--- config.mk ---
export PLATFORM = sky130hd
export DESIGN_NAME = spi_master_ctrl
export DESIGN_NICKNAME = d
export VERILOG_FILES = /design/src/rtl/spi_master_ctrl.sv
export SDC_FILE = /design/constraint.sdc
export NUM_CORES = 1
export LEC_CHECK = 0
export ABC_AREA = 0
export CAP_MARGIN = 20
export CORE_ASPECT_RATIO = 0.75
export CORE_MARGIN = 1.5
export CORE_UTILIZATION = 55
export DETAILED_ROUTE_END_ITERATION = 12
export PLACE_DENSITY_LB_ADDON = 0.25
export SLEW_MARGIN = 30
export SYNTH_ARGS = -nofsm -noshare
export SYNTH_HDL_FRONTEND = slang
export SYNTH_SLANG_ARGS = --single-unit
--- constraint.sdc ---
create_clock -name CLK -period 3.4 [get_ports CLK]
set_input_delay 0.68 -clock CLK [delete_from_list [all_inputs] [get_ports CLK]]
set_output_delay 0.68 -clock CLK [all_outputs]
set_load 0.1 [all_outputs]
--- src/rtl/spi_master_ctrl.sv ---
// spi_master_ctrl: byte-oriented SPI master, mode 0 (CPOL=0, CPHA=0), MSB first.
// The host side is a valid/ready byte stream. SCSN stays low until the byte tagged
// TX_LAST has been shifted, then is held for CS_HOLD cycles and kept high for
// at least CS_GAP cycles before the next frame.
// Optional: define SPI_MASTER_LOOPBACK_EN to sample the internal MOSI register
// instead of the MISO pin (internal loopback).
module spi_master_ctrl #(
    parameter int CLK_DIV = 4,  // SCLK half-period in CLK cycles
    parameter int CS_HOLD = 2,  // SCSN low time after the last SCLK fall
    parameter int CS_GAP  = 4   // minimum SCSN high time between frames
) (
    input  logic       CLK,
    input  logic       RST,
    input  logic       TX_VALID,
    output logic       TX_READY,
    input  logic [7:0] TX_DATA,
    input  logic       TX_LAST,
    output logic       RX_VALID,
    output logic [7:0] RX_DATA,
    output logic       BUSY,
    output logic       SCLK,
    output logic       SCSN,
    output logic       MOSI,
    input  logic       MISO
);

    localparam int CMAX_A = (CLK_DIV > CS_HOLD) ? CLK_DIV : CS_HOLD;
    localparam int CMAX   = (CMAX_A > CS_GAP) ? CMAX_A : CS_GAP;
    localparam int CW     = $clog2(CMAX + 1);

    localparam logic [CW-1:0] DIV_END  = CW'(CLK_DIV - 1);
    localparam logic [CW-1:0] HOLD_END = CW'(CS_HOLD - 1);
    localparam logic [CW-1:0] GAP_END  = CW'(CS_GAP - 1);

    typedef enum logic [2:0] {
        IDLE  = 3'd0,
        SHIFT = 3'd1,
        NEXT  = 3'd2,
        HOLD  = 3'd3,
        GAP   = 3'd4
    } state_t;

    state_t          state;
    logic [CW-1:0]   cnt;       // cycles spent in the current state/phase
    logic            phase_hi;  // 0: SCLK low half, 1: SCLK high half
    logic [2:0]      bit_q;     // bit currently on MOSI (7 down to 0)
    logic [6:0]      tx_sr;     // remaining bits; the bit on the wire lives in MOSI
    logic [7:0]      rx_sr;
    logic            last_q;
    logic            sample_bit;

`ifdef SPI_MASTER_LOOPBACK_EN
    // Loopback: receive what is being driven, the pin is left unused
    logic unused_miso;
    assign unused_miso = MISO;
    assign sample_bit  = MOSI;
`else
    assign sample_bit  = MISO;
`endif

    // Main controller FSM; every output is a register updated here
    always_ff @(posedge CLK) begin
        if (RST) begin
            state    <= IDLE;
            cnt      <= '0;
            phase_hi <= 1'b0;
            bit_q    <= 3'd0;
            tx_sr    <= 7'd0;
            rx_sr    <= 8'd0;
            last_q   <= 1'b0;
            SCSN     <= 1'b1;
            SCLK     <= 1'b0;
            MOSI     <= 1'b0;
            TX_READY <= 1'b1;
            RX_VALID <= 1'b0;
            RX_DATA  <= 8'd0;
            BUSY     <= 1'b0;
        end else begin
            RX_VALID <= 1'b0;
            case (state)
                // IDLE and NEXT both accept a byte; NEXT simply keeps SCSN low
                IDLE, NEXT: begin
                    if (TX_VALID && TX_READY) begin
                        tx_sr    <= TX_DATA[6:0];
                        last_q   <= TX_LAST;
                        MOSI     <= TX_DATA[7];
                        SCSN     <= 1'b0;
                        TX_READY <= 1'b0;
                        BUSY     <= 1'b1;
                        bit_q    <= 3'd7;
                        phase_hi <= 1'b0;
                        cnt      <= '0;
                        state    <= SHIFT;
                    end
                end
                SHIFT: begin
                    if (cnt == DIV_END) begin
                        cnt <= '0;
                        if (!phase_hi) begin
                            // rising edge: sample the slave's bit
                            SCLK     <= 1'b1;
                            rx_sr    <= {rx_sr[6:0], sample_bit};
                            phase_hi <= 1'b1;
                        end else begin
                            // falling edge: advance MOSI or close the byte
                            SCLK     <= 1'b0;
                            phase_hi <= 1'b0;
                            if (bit_q != 3'd0) begin
                                MOSI  <= tx_sr[6];
                                tx_sr <= {tx_sr[5:0], 1'b0};
                                bit_q <= bit_q - 3'd1;
                            end else begin
                                RX_VALID <= 1'b1;
                                RX_DATA  <= rx_sr;
                                if (last_q) begin
                                    state <= HOLD;
                                end else begin
                                    state    <= NEXT;
                                    TX_READY <= 1'b1;
                                end
                            end
                        end
                    end else begin
                        cnt <= cnt + CW'(1);
                    end
                end
                HOLD: begin
                    if (cnt == HOLD_END) begin
                        cnt   <= '0;
                        SCSN  <= 1'b1;
                        MOSI  <= 1'b0;
                        state <= GAP;
                    end else begin
                        cnt <= cnt + CW'(1);
                    end
                end
                GAP: begin
                    if (cnt == GAP_END) begin
                        cnt      <= '0;
                        state    <= IDLE;
                        TX_READY <= 1'b1;
                        BUSY     <= 1'b0;
                    end else begin
                        cnt <= cnt + CW'(1);
                    end
                end
                default: begin
                    state    <= IDLE;
                    SCSN     <= 1'b1;
                    SCLK     <= 1'b0;
                    MOSI     <= 1'b0;
                    TX_READY <= 1'b1;
                    BUSY     <= 1'b0;
                end
            endcase
        end
    end

endmodule

==> results of run 1 <==
final timing paths:
path           endpoint  slack, ns  depth (start not counted)
max          RX_DATA[6]       0.94                          1
min reg2reg    tx_sr[2]       0.49                          2
min            tx_sr[2]       0.49                          2
max reg2reg  RX_DATA[6]       1.14                          4
power breakdown:
part / switching [mW] / leakage [nW] / total (mW) / internal, mW
clock: 0.160 / 0.0645 / 0.419 / 0.259
combinational: 0.0978 / 0.525 / 0.160 / 0.0618
sequential: 0.0212 / 0.326 / 0.511 / 0.490
total: 0.279 / 0.915 / 1.09 / 0.810
worst reg2reg max path, cell delays in order, from the launching register on:
cell and delay (ns):
sky130_fd_sc_hd__dfxtp_1 0.72, sky130_fd_sc_hd__or3b_1 0.57, sky130_fd_sc_hd__nor3_4 0.54, sky130_fd_sc_hd__mux2i_1 0.25, sky130_fd_sc_hd__nor2_1 0.07
registers in the layout, indices dropped and copies added, names as in the netlist:
register  cells
RX_DATA       8
rx_sr         8
tx_sr         7
bit_q         3
cnt           3
state         3
BUSY          1
MOSI          1
RX_VALID      1
SCLK          1
SCSN          1
TX_READY      1
last_q        1
phase_hi      1
per-stage QoR:
step,total power [mW],utilization,hold slack (ns),cells
global placement,0.674,0.645,0.458,265
detailed placement,0.680,0.645,0.475,265
CTS,1.09,0.683,0.488,273
floorplan,0.640,-,0.450,212
global route,1.13,0.683,0.514,273
finish,1.09,0.683,0.490,273
cells in the mapped netlist (3+ instances only):
master | n | area, sq um
sky130_fd_sc_hd__nor3_1 | 3 | 15.0
sky130_fd_sc_hd__nand2_1 | 19 | 71.3
sky130_fd_sc_hd__inv_1 | 8 | 30.0
sky130_fd_sc_hd__dfxtp_1 | 40 | 801
sky130_fd_sc_hd__a21oi_1 | 5 | 25.0
sky130_fd_sc_hd__nor2_1 | 36 | 135
sky130_fd_sc_hd__mux2i_1 | 19 | 190
sky130_fd_sc_hd__clkbuf_1 | 7 | 26.3
sky130_fd_sc_hd__a311oi_1 | 9 | 78.8
sky130_fd_sc_hd__nor2b_1 | 8 | 50.1
sky130_fd_sc_hd__ha_1 | 6 | 75.1
sky130_fd_sc_hd__buf_6 | 4 | 45.0
sky130_fd_sc_hd__o21ai_0 | 8 | 40.0
sky130_fd_sc_hd__nor3b_1 | 4 | 30.0
cells by family after synthesis:
family | synth area share
DFF | 0.419
AOI/OAI and AO/OA | 0.149
muxes | 0.106
and+or+nand+nor | 0.219
adders and majority gates | 0.0393
buffers and inverters | 0.0681
final cells by class:
cell class                 count  area (sq um)  share of cell area
multi-input combinational    148           978               0.433
inverter                       8          30.0              0.0133
clock buffer                   7          96.3              0.0426
timing repair buffer          29           275               0.122
tap                           40          50.0              0.0221
sequential                    40           801               0.354
clock inverter                 1          30.0              0.0133
routing by layer:
| metal | global-route usage | vias up |
|---|---|---|
| li1 | - | 784 |
| met4 | 0.0881 | 0 |
| met2 | 0.357 | 33 |
| met3 | 0.0618 | 4 |
| met1 | 0.248 | 725 |
| met5 | 0 | - |
==> results.sh, run 1 <==
export IMPL_run_status="finished clean"
export IMPL_report_final_hold_viol_count=0
export IMPL_grt_pass1_wl_um=6040
export IMPL_worst_setup_path_end_kind="primary output"
export IMPL_final_min_period_over_clock_period=0.724
export IMPL_drt_initial_drc_count=98
export IMPL_max_freq_mhz=406
export IMPL_synth_edf_count=0
export IMPL_fp_row_count=18
export IMPL_worst_path_buf_inv=1
export IMPL_worst_setup_path_type="flip-flop to primary output"
export IMPL_grt_remaining_overflow=0
export IMPL_final_min_clock_period_ns=2.46
export IMPL_antenna_found_initial=0
export IMPL_ant_nets=0
export IMPL_worst_path_dominant_cell_family="buffers and inverters"
export IMPL_cts_setup_buffers=0
export IMPL_crit_slowest_cell="sky130_fd_sc_hd__clkdlybuf4s50_1"
export IMPL_n_antenna_cell=0
export IMPL_rsz0062_at_grt="false"
export IMPL_synth_yosys_seq_area_share=0.419
export IMPL_pin_count=27
export IMPL_cts_root_buffer_cell="sky130_fd_sc_hd__clkbuf_8"
export IMPL_worst_slack_ns=0.937
export IMPL_clkSinkCount=40
export IMPL_fin_area_sq_um=2260
export IMPL_postSynthAreaPerCell_sq_um=9.01
export IMPL_finalSetupViolations=0
export IMPL_die_x_um=71.0
export IMPL_final_layout_size_suffix_gt1_frac=0.0815
export IMPL_cts_buffer_depth=2
export IMPL_areaGrowthSynthToFinish_pct=18.4
export IMPL_synth_seq_cells=40
export IMPL_detailedRoute_firstPassIterationCount=4
export IMPL_pin_count_of_the_biggest_net_entering_global_routing=21
export IMPL_post_synth_instance_area_sq_um=1910
export IMPL_hp_class="flip-flop to flip-flop"
export IMPL_num_cts_buffers=5
export IMPL_wl_per_cell_um=13.7
export IMPL_routed_wl_um=3740
export IMPL_worst_setup_path_start_kind="flip-flop"
export IMPL_yosysWarningCount=0
export IMPL_final_fill_count=266
export IMPL_path_max_fanout=2
export IMPL_routed_via_count=1546
export IMPL_maxSlewViolCount=0
export IMPL_grtUsageTotal=0.208
export IMPL_dieHeight_um=54.0
export IMPL_fin_setup_tns_ns=0
export IMPL_required_ns=2.72
export IMPL_route_met2_wl_um=1740
export IMPL_design_final_nets=251
export IMPL_detail_route_drc_violations=0
export IMPL_actual_transition_at_the_worst_max_transition_pin_ns=0.975
export IMPL_worstSetupStartpoint="RX_DATA[6]"
export IMPL_ir_drop_mv=0.292
export IMPL_dpl_worst_slack_ns=0.908
export IMPL_cts_tree="built"
export IMPL_hpwl_um=2650
export IMPL_yosys_cell_types_count=44
export IMPL_drv_cap=0
export IMPL_post_cts_resize_count=0
export IMPL_wire_length_the_detailed_router_placed_on_met1_um=1800
export IMPL_postSynthCellCount=212
export IMPL_floorplan_initialDensity=0.577
export IMPL_finClkSkew_ns=0.00575
export IMPL_p_leak_nw=0.915
export IMPL_critical_path_reg2reg_startpoint="state[0]"
export IMPL_grt_pass1_vias=1384
export IMPL_hold_buffers=0
export IMPL_routed_wl_met3_um=166
export IMPL_synth_nets=231
export IMPL_slowest_delay_ns=1.14
export IMPL_min_delay_start="tx_sr[1]"
export IMPL_layout_cells_most_common="sky130_fd_sc_hd__dfxtp_1"
export IMPL_route_detailed_vias_per_inst=5.66
export IMPL_ys_dominant_reg_cell="sky130_fd_sc_hd__dfxtp_1"
export IMPL_critical_path_cell_chain="clkdlybuf4s50_1"
export IMPL_pwr_density_cell_nw_per_um2=482
export IMPL_async_flop_share=0
export IMPL_h_tree_depth=2
export IMPL_critical_path_arrival_ns=1.78
export IMPL_worstSkewPairLatency_ns=0.29
export IMPL_slew_limit_headroom=0.348
export IMPL_dpl_instance_area_sq_um=2130
export IMPL_worst_setup_hold_path_clk_slew_ns=0.07
export IMPL_buffers_added_on_ports=26
export IMPL_layout_common_cells="40 x sky130_fd_sc_hd__dfxtp_1, 36 x sky130_fd_sc_hd__nor2_1, 23 x sky130_fd_sc_hd__clkdlybuf4s50_1"
export IMPL_gp_congestion=0.814
export IMPL_dieArea_sq_um=3840
export IMPL_placeableCoreArea_sq_um=3310
export IMPL_topRoutingLayerUsed="met4"
(Power assumes the default switching activity.)
==> inputs of run 2 (changes only) <==
- CORE_UTILIZATION: 55 -> 48
- clock period: 3.4 -> 2.25 ns (I/O delays scaled with it)
==> results.sh, run 2 (synthesis results as in run 1) <==
export IMPL_run_status="finished clean"
export IMPL_hp_class="flip-flop to flip-flop"
export IMPL_pin_count_of_the_biggest_net_entering_global_routing=20
export IMPL_num_cts_buffers=5
export IMPL_n_antenna_cell=0
export IMPL_max_freq_mhz=548
export IMPL_worst_setup_hold_path_clk_slew_ns=0.08
export IMPL_ant_nets=0
export IMPL_hpwl_um=2650
export IMPL_floorplan_initialDensity=0.512
export IMPL_pin_count=27
export IMPL_grt_pass1_wl_um=6250
export IMPL_post_layout_nonfiller_instances=294
export IMPL_die_x_um=75.8
export IMPL_clkSinkCount=40
export IMPL_grtUsageTotal=0.188
export IMPL_antenna_found_initial=0
export IMPL_drv_cap=0
export IMPL_crit_reg2reg_capture="TX_READY"
export IMPL_cts_root_buffer_cell="sky130_fd_sc_hd__clkbuf_8"
export IMPL_top_regs="RX_DATA x8, rx_sr x8, tx_sr x7"
export IMPL_hold_end="tx_sr[1]"
export IMPL_path_max_fanout=5
export IMPL_routed_via_count=1537
export IMPL_detailedRoute_firstPassIterationCount=4
export IMPL_ir_drop_mv=0.447
export IMPL_dpl_instance_area_sq_um=2190
export IMPL_dieArea_sq_um=4370
export IMPL_pwr_density_cell_nw_per_um2=691
export IMPL_detail_route_drc_violations=0
export IMPL_buffers_added_on_ports=26
export IMPL_fin_area_sq_um=2300
export IMPL_worst_setup_path_end_kind="flip-flop"
export IMPL_seq_area_sq_um=801
export IMPL_cts_setup_buffers=0
export IMPL_finClkSkew_ns=0.00429
export IMPL_placed_cells=286
export IMPL_r2r_setup_slack_ns=0.43
export IMPL_reg2regPathDepth=5
export IMPL_final_min_clock_period_ns=1.82
export IMPL_final_layout_size_suffix_gt1_frac=0.157
export IMPL_fin_setup_tns_ns=0
export IMPL_final_fill_count=347
export IMPL_layout_common_cells="40 x sky130_fd_sc_hd__dfxtp_1, 36 x sky130_fd_sc_hd__nor2_1, 26 x sky130_fd_sc_hd__buf_4"
export IMPL_design_final_nets=260
export IMPL_grt_remaining_overflow=0
export IMPL_grt_util_met2=0.256
export IMPL_slew_limit_headroom=0.601
export IMPL_post_cts_resize_count=0
export IMPL_worst_setup_path_type="flip-flop to flip-flop"
export IMPL_fp_row_count=19
export IMPL_layout_cells_most_common="sky130_fd_sc_hd__dfxtp_1"
export IMPL_areaGrowthSynthToFinish_pct=20.3
export IMPL_worst_setup_path_start_kind="flip-flop"
export IMPL_drt_initial_drc_count=116
export IMPL_gp_congestion=0.821
export IMPL_final_min_period_over_clock_period=0.811
export IMPL_report_final_hold_viol_count=0
export IMPL_required_ns=2.48
export IMPL_worstHoldPathCells=2
export IMPL_min_delay_start="tx_sr[0]"
export IMPL_hold_buffers=0
export IMPL_m1_gr_usage=0.290
export IMPL_critical_path_reg2reg_startpoint="cnt[0]"
export IMPL_grt_pass1_vias=1359
export IMPL_wl_per_cell_um=12.9
export IMPL_multiInputGateArea_sq_um=978
export IMPL_actual_transition_at_the_worst_max_transition_pin_ns=0.596
export IMPL_globalRouteMet3Util=0.0626
export IMPL_placeableCoreArea_sq_um=3730
export IMPL_finalSetupViolations=0
export IMPL_cts_buffer_depth=2
export IMPL_h_tree_depth=2
export IMPL_critical_path_arrival_ns=2.05
export IMPL_timing_hold_ws_ns=0.480
export IMPL_maxSlewViolCount=0
export IMPL_p_leak_nw=0.973
export IMPL_cts_tree="built"
export IMPL_rsz0062_at_grt="false"
export IMPL_worstSkewPairLatency_ns=0.28
export IMPL_route_detailed_vias_per_inst=5.23
export IMPL_routed_wl_um=3800
export IMPL_grt_busiest_layer="met1"
export IMPL_dieHeight_um=57.6
-- run 2: cell types whose count changed in the layout (fill, tap and decap cells not counted) --
cell	delta
sky130_fd_sc_hd__buf_4	+20
sky130_fd_sc_hd__clkdlybuf4s50_1	-11
sky130_fd_sc_hd__clkbuf_8	-2
sky130_fd_sc_hd__clkinv_2	+1
sky130_fd_sc_hd__clkbuf_1	+1
-- run 2: critical path, cell delays in order, from the launching register on --
cell,delay (ns)
sky130_fd_sc_hd__dfxtp_1,0.41
sky130_fd_sc_hd__ha_1,0.24
sky130_fd_sc_hd__nand2b_1,0.19
sky130_fd_sc_hd__or4_1,0.54
sky130_fd_sc_hd__a221oi_1,0.25
sky130_fd_sc_hd__or3b_1,0.14
-- run 2: area by class of cell --
cell class,count,share of cell area
clock buffer,6,0.0316
clock inverter,2,0.0153
tap,52,0.0283
timing repair buffer,38,0.137
multi-input combinational,148,0.426
inverter,8,0.0131
sequential,40,0.349
-- run 2: worst max-delay path by stage --
stage	startpoint	slack, ns	endpoint	depth (start not counted)
after floorplan	TX_READY	0.15	tx_sr[1]	6
after global placement	TX_VALID	0.24	tx_sr[0]	6
after detailed placement	TX_VALID	0.21	tx_sr[0]	6
after CTS	state[2]	0.41	RX_DATA[5]	4
after global routing	bit_q[0]	0.26	bit_q[2]	8
final	cnt[0]	0.43	TX_READY	5
-- run 2: layer usage --
metal | up-vias | part of all wire
met2 | 48 | 0.41
met5 | - | 0
met1 | 681 | 0.52
met4 | 0 | 0.0042
met3 | 2 | 0.070
li1 | 806 | -
-- run 2: through the flow --
stage          power (mW)  utilization  setup slack [ns]
2_1_floorplan       0.966            -             0.154
3_3_place_gp         1.03        0.587             0.238
3_5_place_dp         1.04        0.587             0.207
4_1_cts              1.60        0.615             0.408
5_1_grt              1.67        0.615             0.260
6_report             1.59        0.615             0.426
-- run 2: power breakdown --
group          switching (mW)  internal [mW]  total [mW]
clock network           0.239          0.329       0.568
registers              0.0239          0.740       0.764
logic                   0.156          0.100       0.256
